$ cat src/rtl/stopwatch_pkg.sv
// Shared types and seven-segment glyphs for the BCD stopwatch.
package stopwatch_pkg;

    typedef enum logic [1:0] {
        IDLE  = 2'd0,
        RUN   = 2'd1,
        PAUSE = 2'd2
    } sw_state_t;

    typedef logic [3:0] bcd_t;

    // Active-high segments ordered {g,f,e,d,c,b,a}.
    localparam logic [6:0] SEG_0     = 7'h3F;
    localparam logic [6:0] SEG_1     = 7'h06;
    localparam logic [6:0] SEG_2     = 7'h5B;
    localparam logic [6:0] SEG_3     = 7'h4F;
    localparam logic [6:0] SEG_4     = 7'h66;
    localparam logic [6:0] SEG_5     = 7'h6D;
    localparam logic [6:0] SEG_6     = 7'h7D;
    localparam logic [6:0] SEG_7     = 7'h07;
    localparam logic [6:0] SEG_8     = 7'h7F;
    localparam logic [6:0] SEG_9     = 7'h6F;
    localparam logic [6:0] SEG_BLANK = 7'h00;

    function automatic logic [6:0] seg_glyph(input bcd_t d);
        case (d)
            4'd0:    seg_glyph = SEG_0;
            4'd1:    seg_glyph = SEG_1;
            4'd2:    seg_glyph = SEG_2;
            4'd3:    seg_glyph = SEG_3;
            4'd4:    seg_glyph = SEG_4;
            4'd5:    seg_glyph = SEG_5;
            4'd6:    seg_glyph = SEG_6;
            4'd7:    seg_glyph = SEG_7;
            4'd8:    seg_glyph = SEG_8;
            4'd9:    seg_glyph = SEG_9;
            default: seg_glyph = SEG_BLANK;
        endcase
    endfunction

endpackage

$ cat src/rtl/bcd_digit.sv
// One BCD decade: synchronous clear, increment on inc, combinational carry at 9.
module bcd_digit
    import stopwatch_pkg::*;
(
    input  logic clk_in,
    input  logic reset,
    input  logic clr,
    input  logic inc,
    output logic carry_out,
    output bcd_t q
);

    assign carry_out = inc && (q == 4'd9);

    always_ff @(posedge clk_in or negedge reset) begin
        if (!reset) begin
            q <= '0;
        end else if (clr) begin
            q <= '0;
        end else if (inc) begin
            q <= (q >= 4'd9) ? '0 : q + 4'd1;
        end
    end

endmodule

$ cat src/rtl/bcd_stopwatch.sv
// Cascaded BCD stopwatch with start/pause/clear FSM and multiplexed 7-seg scan.
// Optional display freeze (lap) when STOPWATCH_LAP_EN is defined.
module bcd_stopwatch
    import stopwatch_pkg::*;
#(
    parameter int unsigned DIGITS   = 4,
    parameter int unsigned SCAN_DIV = 1000
) (
    input  logic                  clk_in,
    input  logic                  reset,
    input  logic                  tick,
    input  logic                  btn_start,
    input  logic                  btn_clear,
`ifdef STOPWATCH_LAP_EN
    input  logic                  btn_lap,
`endif
    output logic [4*DIGITS-1:0]   bcd_out,
    output logic [6:0]            seg,
    output logic [DIGITS-1:0]     an,
    output logic                  running,
    output logic                  overflow
);

    localparam int unsigned CNT_W = $clog2(SCAN_DIV);
    localparam int unsigned IDX_W = (DIGITS > 1) ? $clog2(DIGITS) : 1;

    sw_state_t        state, state_next;
    logic             start_q, clear_q;
    logic             start_edge, clear_edge, count_en;
    logic [DIGITS:0]  carry;
    bcd_t             digit_q    [DIGITS];
    bcd_t             disp_digit [DIGITS];
    logic [CNT_W-1:0] scan_cnt;
    logic [IDX_W-1:0] idx;

    assign start_edge = btn_start & ~start_q;
    assign clear_edge = btn_clear & ~clear_q;
    assign count_en   = (state == RUN) && tick && !clear_edge;
    assign running    = (state == RUN);
    assign carry[0]   = count_en;

    always_comb begin
        state_next = state;
        if (clear_edge) begin
            state_next = IDLE;
        end else if (start_edge) begin
            case (state)
                IDLE:    state_next = RUN;
                RUN:     state_next = PAUSE;
                default: state_next = RUN;
            endcase
        end
    end

    always_ff @(posedge clk_in or negedge reset) begin
        if (!reset) begin
            start_q  <= 1'b0;
            clear_q  <= 1'b0;
            state    <= IDLE;
            overflow <= 1'b0;
        end else begin
            start_q <= btn_start;
            clear_q <= btn_clear;
            state   <= state_next;
            if (clear_edge) begin
                overflow <= 1'b0;
            end else if (carry[DIGITS]) begin
                overflow <= 1'b1;
            end
        end
    end

    for (genvar gi = 0; gi < DIGITS; gi++) begin : g_digit
        bcd_digit u_digit (
            .clk_in    (clk_in),
            .reset     (reset),
            .clr       (clear_edge),
            .inc       (carry[gi]),
            .carry_out (carry[gi+1]),
            .q         (digit_q[gi])
        );
        assign bcd_out[4*gi +: 4] = digit_q[gi];
    end

`ifdef STOPWATCH_LAP_EN
    logic lap_q, lap_on;
    logic lap_edge;
    bcd_t lap_digit [DIGITS];

    assign lap_edge = btn_lap & ~lap_q;

    always_ff @(posedge clk_in or negedge reset) begin
        if (!reset) begin
            lap_q  <= 1'b0;
            lap_on <= 1'b0;
            for (int unsigned i = 0; i < DIGITS; i++) lap_digit[i] <= '0;
        end else begin
            lap_q <= btn_lap;
            if (clear_edge) begin
                lap_on <= 1'b0;
            end else if (lap_edge && state != IDLE) begin
                lap_on <= ~lap_on;
                if (!lap_on) begin
                    for (int unsigned i = 0; i < DIGITS; i++) lap_digit[i] <= digit_q[i];
                end
            end
        end
    end

    for (genvar gi = 0; gi < DIGITS; gi++) begin : g_disp
        assign disp_digit[gi] = lap_on ? lap_digit[gi] : digit_q[gi];
    end
`else
    for (genvar gi = 0; gi < DIGITS; gi++) begin : g_disp
        assign disp_digit[gi] = digit_q[gi];
    end
`endif

    // Scan runs in every state; an/seg are registered copies of the current index.
    always_ff @(posedge clk_in or negedge reset) begin
        if (!reset) begin
            scan_cnt <= '0;
            idx      <= '0;
            an       <= DIGITS'(1);
            seg      <= SEG_0;
        end else begin
            an  <= DIGITS'(1) << idx;
            seg <= seg_glyph(disp_digit[idx]);
            if (scan_cnt == CNT_W'(SCAN_DIV - 1)) begin
                scan_cnt <= '0;
                idx      <= (idx == IDX_W'(DIGITS - 1)) ? '0 : idx + 1'b1;
            end else begin
                scan_cnt <= scan_cnt + 1'b1;
            end
        end
    end

endmodule

$ cat config.mk
export PLATFORM = sky130hd
export DESIGN_NAME = bcd_stopwatch
export DESIGN_NICKNAME = d
export VERILOG_FILES = /design/src/rtl/stopwatch_pkg.sv /design/src/rtl/bcd_digit.sv /design/src/rtl/bcd_stopwatch.sv
export SDC_FILE = /design/constraint.sdc
export NUM_CORES = 1
export LEC_CHECK = 0
export ABC_AREA = 0
export BUFFER_PORTS_ARGS = -buffer_cell sky130_fd_sc_hd__clkbuf_2
export CAP_MARGIN = 20
export CELL_PAD_IN_SITES_DETAIL_PLACEMENT = 0
export CELL_PAD_IN_SITES_GLOBAL_PLACEMENT = 1
export CORE_MARGIN = 8
export CORE_UTILIZATION = 41
export DETAILED_ROUTE_END_ITERATION = 16
export PLACE_DENSITY = 0.76
export SLEW_MARGIN = 5
export SYNTH_ARGS = -nofsm -noshare
export SYNTH_HDL_FRONTEND = slang
export SYNTH_HIERARCHICAL = 1
export SYNTH_SLANG_ARGS = --single-unit
export TNS_END_PERCENT = 10
$ cat constraint.sdc
create_clock -name clk_in -period 3.3 [get_ports clk_in]
set_clock_uncertainty 0.2 [all_clocks]
set_input_delay 0.66 -clock clk_in [delete_from_list [all_inputs] [get_ports clk_in]]
set_output_delay 0.66 -clock clk_in [all_outputs]
set_load 0.03 [all_outputs]
; ---- Word level (Yosys, flattened, before mapping)
; Memory sizes are Yosys's and may differ from the RTL's. A register that Yosys moved wholly into a read port is not among the register bits.
; Index checks and enable logic that the tools add are counted.
[word_totals]
register_bits = 37
latch_bits = 0
ram_bits = 0
romBits = 112
in_bits = 5
out_inout_bits = 29
wordCells = 72
n_memories = 1
[classes]
n_addsub = 6
n_mul = 0
div_mod_pow = 0
magnitude_cmp = 5
n_eq_ne = 7
n_shift = 1
n_mux = 22
bitwise_logic = 5
n_reduce_logical = 14
[mem_list]
columns = name, words, width, rd, rd_ports_with_merged_regs, wr, line_no
row1 = (name not given), 16, 7, 1, 1, 0, stopwatch_pkg.sv:26  ; case (d)
[ops]
columns = op, n
row1 = $mux W4, 14
row2 = $add A4 B1 Y4 const B, 4
row3 = $eq A4 B4 Y1 const B, 4
row4 = $ge A4 B4 Y1 const B, 4
row5 = $reduce_bool A2 Y1, 6
row6 = $add A10 B1 Y10 const B, 1
row7 = $eq A10 B10 Y1 const B, 1
row8 = $mux W10, 1
row9 = $bmux W4 S2, 1
row10 = $mux W2, 4
row11 = $logic_and A1 B1 Y1, 6
row12 = $shl A1 B2 Y4 const A, 1
row13 = $ge A3 B3 Y1 const B, 1
row14 = $not A2 Y3, 1
row15 = $add A2 B1 Y2 const B, 1
row16 = $and A1 B1 Y1, 2
row17 = $eq A2 B1 Y1 const B, 1
row18 = $eq A2 B2 Y1 const B, 1
row19 = $logic_not A1 Y1, 2
row20 = $mux W1, 2
row21 = $not A1 Y1, 2

; ---- Logic depth before layout (Yosys ltp)
[logic_depth]
word_depth = 10
depth_mapped = 13
ltp_nobuf = 9

; ---- Hierarchy
; The synthesis kept the hierarchy.
[modules_own_cells]
columns = module, n_inst, cells_per_inst, area_each_um2, seq_area_each_um2
row1 = bcd_stopwatch, 1, 118, 1402.6, 709.4
row2 = bcd_digit, 4, 27, 269.0, 100.1

; ---- Least setup slack after synthesis
; No wires, ideal clock.
[synth_path]
kind = input-to-reg
from = input btn_clear
to = register overflow
setup_time_ps = 172
arrival_ps = 3299
required_time_ps = 2928
slack_ps = -371
path_stages = 12
n_path_buf = 4
path_cell_list = nor2b_1 nor2_1 buf_6 and4b_2 buf_6 and4b_2 buf_6 and4b_2 buf_6 and4b_2 nor2_1 nor2_1
[synth_via]
elab_chain_cells = 8
elab_cells_between_ends = 9
cone_classes = 1 x mux / 1 x bitwise / 7 x reduce/logical
[synth_lines]
columns = element, line_no
row1 = start: declaration, bcd_stopwatch.sv:13  ; input logic btn_clear,
row2 = $and A1 B1 Y1, bcd_stopwatch.sv:37  ; assign clear_edge = btn_clear & ~clear_q;
row3 = $logic_not A1 Y1, bcd_stopwatch.sv:38  ; assign count_en = (state == RUN) && tick && !clear_edge;
row4 = $logic_and A1 B1 Y1, bcd_stopwatch.sv:38
row5 = named net carry[0], bcd_stopwatch.sv:30  ; logic [DIGITS:0] carry;
row6 = $logic_and A1 B1 Y1, bcd_digit.sv:13  ; assign carry_out = inc && (q == 4'd9);
row7 = named net carry[1], bcd_stopwatch.sv:30
row8 = $logic_and A1 B1 Y1, bcd_digit.sv:13
row9 = named net carry[2], bcd_stopwatch.sv:30
row10 = $logic_and A1 B1 Y1, bcd_digit.sv:13
row11 = named net carry[3], bcd_stopwatch.sv:30
row12 = $logic_and A1 B1 Y1, bcd_digit.sv:13
row13 = named net carry[4], bcd_stopwatch.sv:30
row14 = $reduce_bool A2 Y1 (no source line), n/a
row15 = end signal: assignment, bcd_stopwatch.sv:60  ; overflow <= 1'b0;
row16 = end signal: assignment, bcd_stopwatch.sv:66  ; overflow <= 1'b0;
row17 = end signal: assignment, bcd_stopwatch.sv:68  ; overflow <= 1'b1;
row18 = end: declaration, bcd_stopwatch.sv:21  ; output logic overflow
; The timed path passes the listed nets, and every way through them passes these cells.
; A chain may end at the register's enable or synchronous reset.

; ---- Worst setup path after layout
[layout_path]
from = register state[0]
to = register g_digit[3].u_digit.q[3]
[layout_via]
elab_chain_cells = 7
[layout_lines]
columns = element, line_no
row1 = start: declaration, bcd_stopwatch.sv:27  ; sw_state_t state, state_next;
row2 = start signal: assignment, bcd_stopwatch.sv:64  ; state <= state_next;
row3 = $eq A2 B1 Y1, bcd_stopwatch.sv:38
row4 = $logic_and A1 B1 Y1 (2 in series), bcd_stopwatch.sv:38
row5 = named net carry[0], bcd_stopwatch.sv:30
row6 = $logic_and A1 B1 Y1, bcd_digit.sv:13
row7 = named net carry[1], bcd_stopwatch.sv:30
row8 = $logic_and A1 B1 Y1, bcd_digit.sv:13
row9 = named net carry[2], bcd_stopwatch.sv:30
row10 = $logic_and A1 B1 Y1, bcd_digit.sv:13
row11 = named net carry[3], bcd_stopwatch.sv:30
row12 = $reduce_bool A2 Y1 (no source line), n/a
row13 = end signal: assignment, bcd_digit.sv:21  ; q <= (q >= 4'd9) ? '0 : q + 4'd1;
row14 = end: declaration, bcd_digit.sv:10  ; output bcd_t q
; The timed path passes the listed nets, and every way through them passes these cells.

==> impl_results.md <==
* Leak at 0.00134 uW
* Starting Density at 42.1%
* CTS buffer count at 5
* Max IR drop VDD at 0.279 mV
* Area occupied by multi-input gates at 1240 um^2
* Final wirelength at 4.99 mm
* Async set-reset flop share out of synthesis at 100%
* Worst EP required at 3310 ps
* Port bufs at 33
* Syn nets at 254
* Clock sink count at 44
* Fraction of layout cells with a size suffix above 1 at 28.6%
* Worst path bufs/invs at 0
* Worst-Skew Late Latency at 300 ps
* Setup CP Type: register to register
* Vias in the first global route at 1,703
* Routed length per instance at 14.6 um
* Startpoint types: register
* H-tree depth at 2
* Worst hold slack at 108 ps
* First-pass GRT wire length at 8.18 mm
* Max clock buf depth at 2
* Slew Viols, Final at 0
* Nets at 293
* Clk slew on worst S/H paths at 90 ps
* GPL Wtd Cong at 0.780
* Seq. cell area at 1110 um^2
* Cell Rows at 28
* Yosys warns at 6
* Endpoints failing setup at 0
* Die area at 8790 um^2
* Cell mode on critical path: and4b_2
* Hold Vio Cnt, Final at 0
* RSZ-0062 raised after global routing: false
* DIE HEIGHT at 93.8 um
* Slew @ Worst Pin at 505 ps
* Residual DRC at 0
* Vias per cell at 5.18
* Core box area at 5890 um^2
* Yosys reg bits at 44
* Synth-to-Final Area Change at 15.2%
* Seq/Total Area, Yosys at 44.8%
* I/O Pins at 34
* Root buffer cell: clkbuf_8
* Slew margin rel. at 66.3%
* Initial DRC count at 93
* Mapped cell area at 2480 um^2
* Vias after detailed routing at 1,767
* DP HPWL at 3.48 mm
* Syn Area/Cell at 11.0 um^2
* Fin crit share at 76.8%
* GR Overflow Total at 0
* Slowest-stage cell, CP: dfrtp_1
* TritonCTS clock tree: built
* CP max FO at 9
* Synth cell types at 44
* Layout filler cell count at 576
* Arrival @ worst endpoint at 2540 ps
* TNS Setup at 0 ps
* Setup Fix Bufs, Post-CTS at 0
* # hold bufs at CTS at 0
* Global-route usage over all layers at 11.7%
* Critical Path Sink Type: register
* Synth Flop Type: dfrtp_1
* Die width at 93.8 um
* Cells after Synth at 226
* Critical path's largest stage delay at 360 ps
* Status: finished, final reports clean
* Hold Path Class: input pin to async pin
* Final min period at 2540 ps
* Max_cap viols at 0
* Antenna cells at 0
* Cts repair resizes at 0
* Largest net degree at the start of global routing at 42
* Antenna-violating nets left at 0
* Crit path max-delay family: simple AND/OR/NAND/NOR gates
* Power Dens Cells at 434 nW/um^2
* Drt pass-1 iters at 4
* Initial antenna violation count at 0
* Post-synth EDFFs at 0
* CP cell instances: nor2b_1 -> nand2_1 -> nor2_1 -> and4b_2 -> and4b_2 -> and4b_2 -> a41oi_1 -> a311oi_1
* Fmax at 394 MHz
-- power breakdown --
group	switching, uW	leakage [uW]	internal [uW]	total (uW)
Sequential	15.4	0.000568	576	591
Combinational	135	0.000714	71.6	207
Clock	194	0.0000614	248	441
Total	344	0.00134	895	1240
-- routing by layer --
metal | part of all wire (%) | track usage (%)
met2 | 45 | 18.2
met5 | 0 | 0
met4 | 1.6 | 4.76
met1 | 48 | 14.6
met3 | 5.7 | 3.76
-- kinds of logic after synthesis --
group,Yosys count,share of synthesized area (%)
flip-flops,44,44.8
XOR/XNOR,6,2.12
AND/OR/NAND/NOR,75,17.2
buffers and inverters,26,5.45
AO/OA/AOI/OAI,44,13.5
adder cells (fa/ha/maj),23,11.6
multiplexers,8,5.35
-- through the flow --
stage                     util [%]  total power [uW]  setup WS [ps]  cell area, um^2  std cells
after floorplan                  -               749           39.4             2480        226
after global placement        46.0               807            551             2710        332
after detailed placement      46.0               809            539             2710        332
after CTS                     48.0              1250            749             2830        340
after global routing          48.5              1300            501             2860        341
final                         48.5              1240            765             2860        341
-- flip-flops by register name, indices dropped and copies added (netlist names) --
| name | count |
|---|---|
| state | 2 |
| seg | 7 |
| idx | 2 |
| scan_cnt | 10 |
| clear_q | 1 |
| g_digit.u_digit/q | 16 |
| start_q | 1 |
| overflow | 1 |
| an | 4 |
-- cells in the final DEF, fill, tap and decap left out, drive strengths merged, types with 2 or more instances in the layout --
master	count
xor2	2
nor3	8
and4b	4
nor2b	5
o22ai	3
mux2i	2
inv	21
dfstp	7
nor2	21
a41o	4
dfrtp	37
nand2	16
or3b	4
a31o	4
nand3	4
xnor2	4
mux2	2
mux4	4
a21oi	7
or3	2
ha	23
a21o	5
a311oi	4
clkbuf	39
o21ai	9
a41oi	4
nand3b	4
buf	4
nand2b	4
-- Yosys cell counts, drive strengths merged, types with 3 or more instances --
| master | number | area share, % |
|---|---|---|
| buf | 5 | 2.3 |
| and4b | 4 | 1.8 |
| or3b | 4 | 1.4 |
| o21ai | 9 | 2.1 |
| a21oi | 7 | 1.6 |
| dfstp | 7 | 7.4 |
| nand3 | 4 | 1.0 |
| a41oi | 4 | 1.4 |
| ha | 23 | 12 |
| a31o | 4 | 1.4 |
| dfrtp | 37 | 37 |
| mux4 | 4 | 3.6 |
| a41o | 4 | 1.6 |
| a311oi | 4 | 1.4 |
| nor3 | 8 | 1.6 |
| nand3b | 4 | 1.2 |
| xnor2 | 4 | 1.4 |
| a21o | 5 | 1.5 |
| nor2b | 5 | 1.6 |
| nand2b | 4 | 1.0 |
| inv | 21 | 3.2 |
| o22ai | 3 | 0.76 |
| nand2 | 16 | 2.5 |
| nor2 | 21 | 3.3 |
-- path summary, 6_finish.rpt --
path	start	to	slack, ps	depth (start not counted)
worst min register to register	scan_cnt[0]	scan_cnt[0]	290	1
worst min-delay path	reset	state[0]	110	1
worst max register to register	state[0]	g_digit[3].u_digit/q[3]	760	8
min in group clk_in	btn_start	start_q	270	1
worst max-delay path	state[0]	g_digit[3].u_digit/q[3]	760	8
max in group asynchronous	reset	seg[1]	2250	2
-- layout make-up --
cell class | count | share of cell area, %
flip-flops and latches | 44 | 38.9
repair buffers | 37 | 7.54
inverters | 21 | 2.76
clock inverters | 2 | 1.36
multi-input cells | 156 | 43.3
clock buffers | 6 | 2.89
well taps | 75 | 3.29
(Power assumes the default switching activity.)
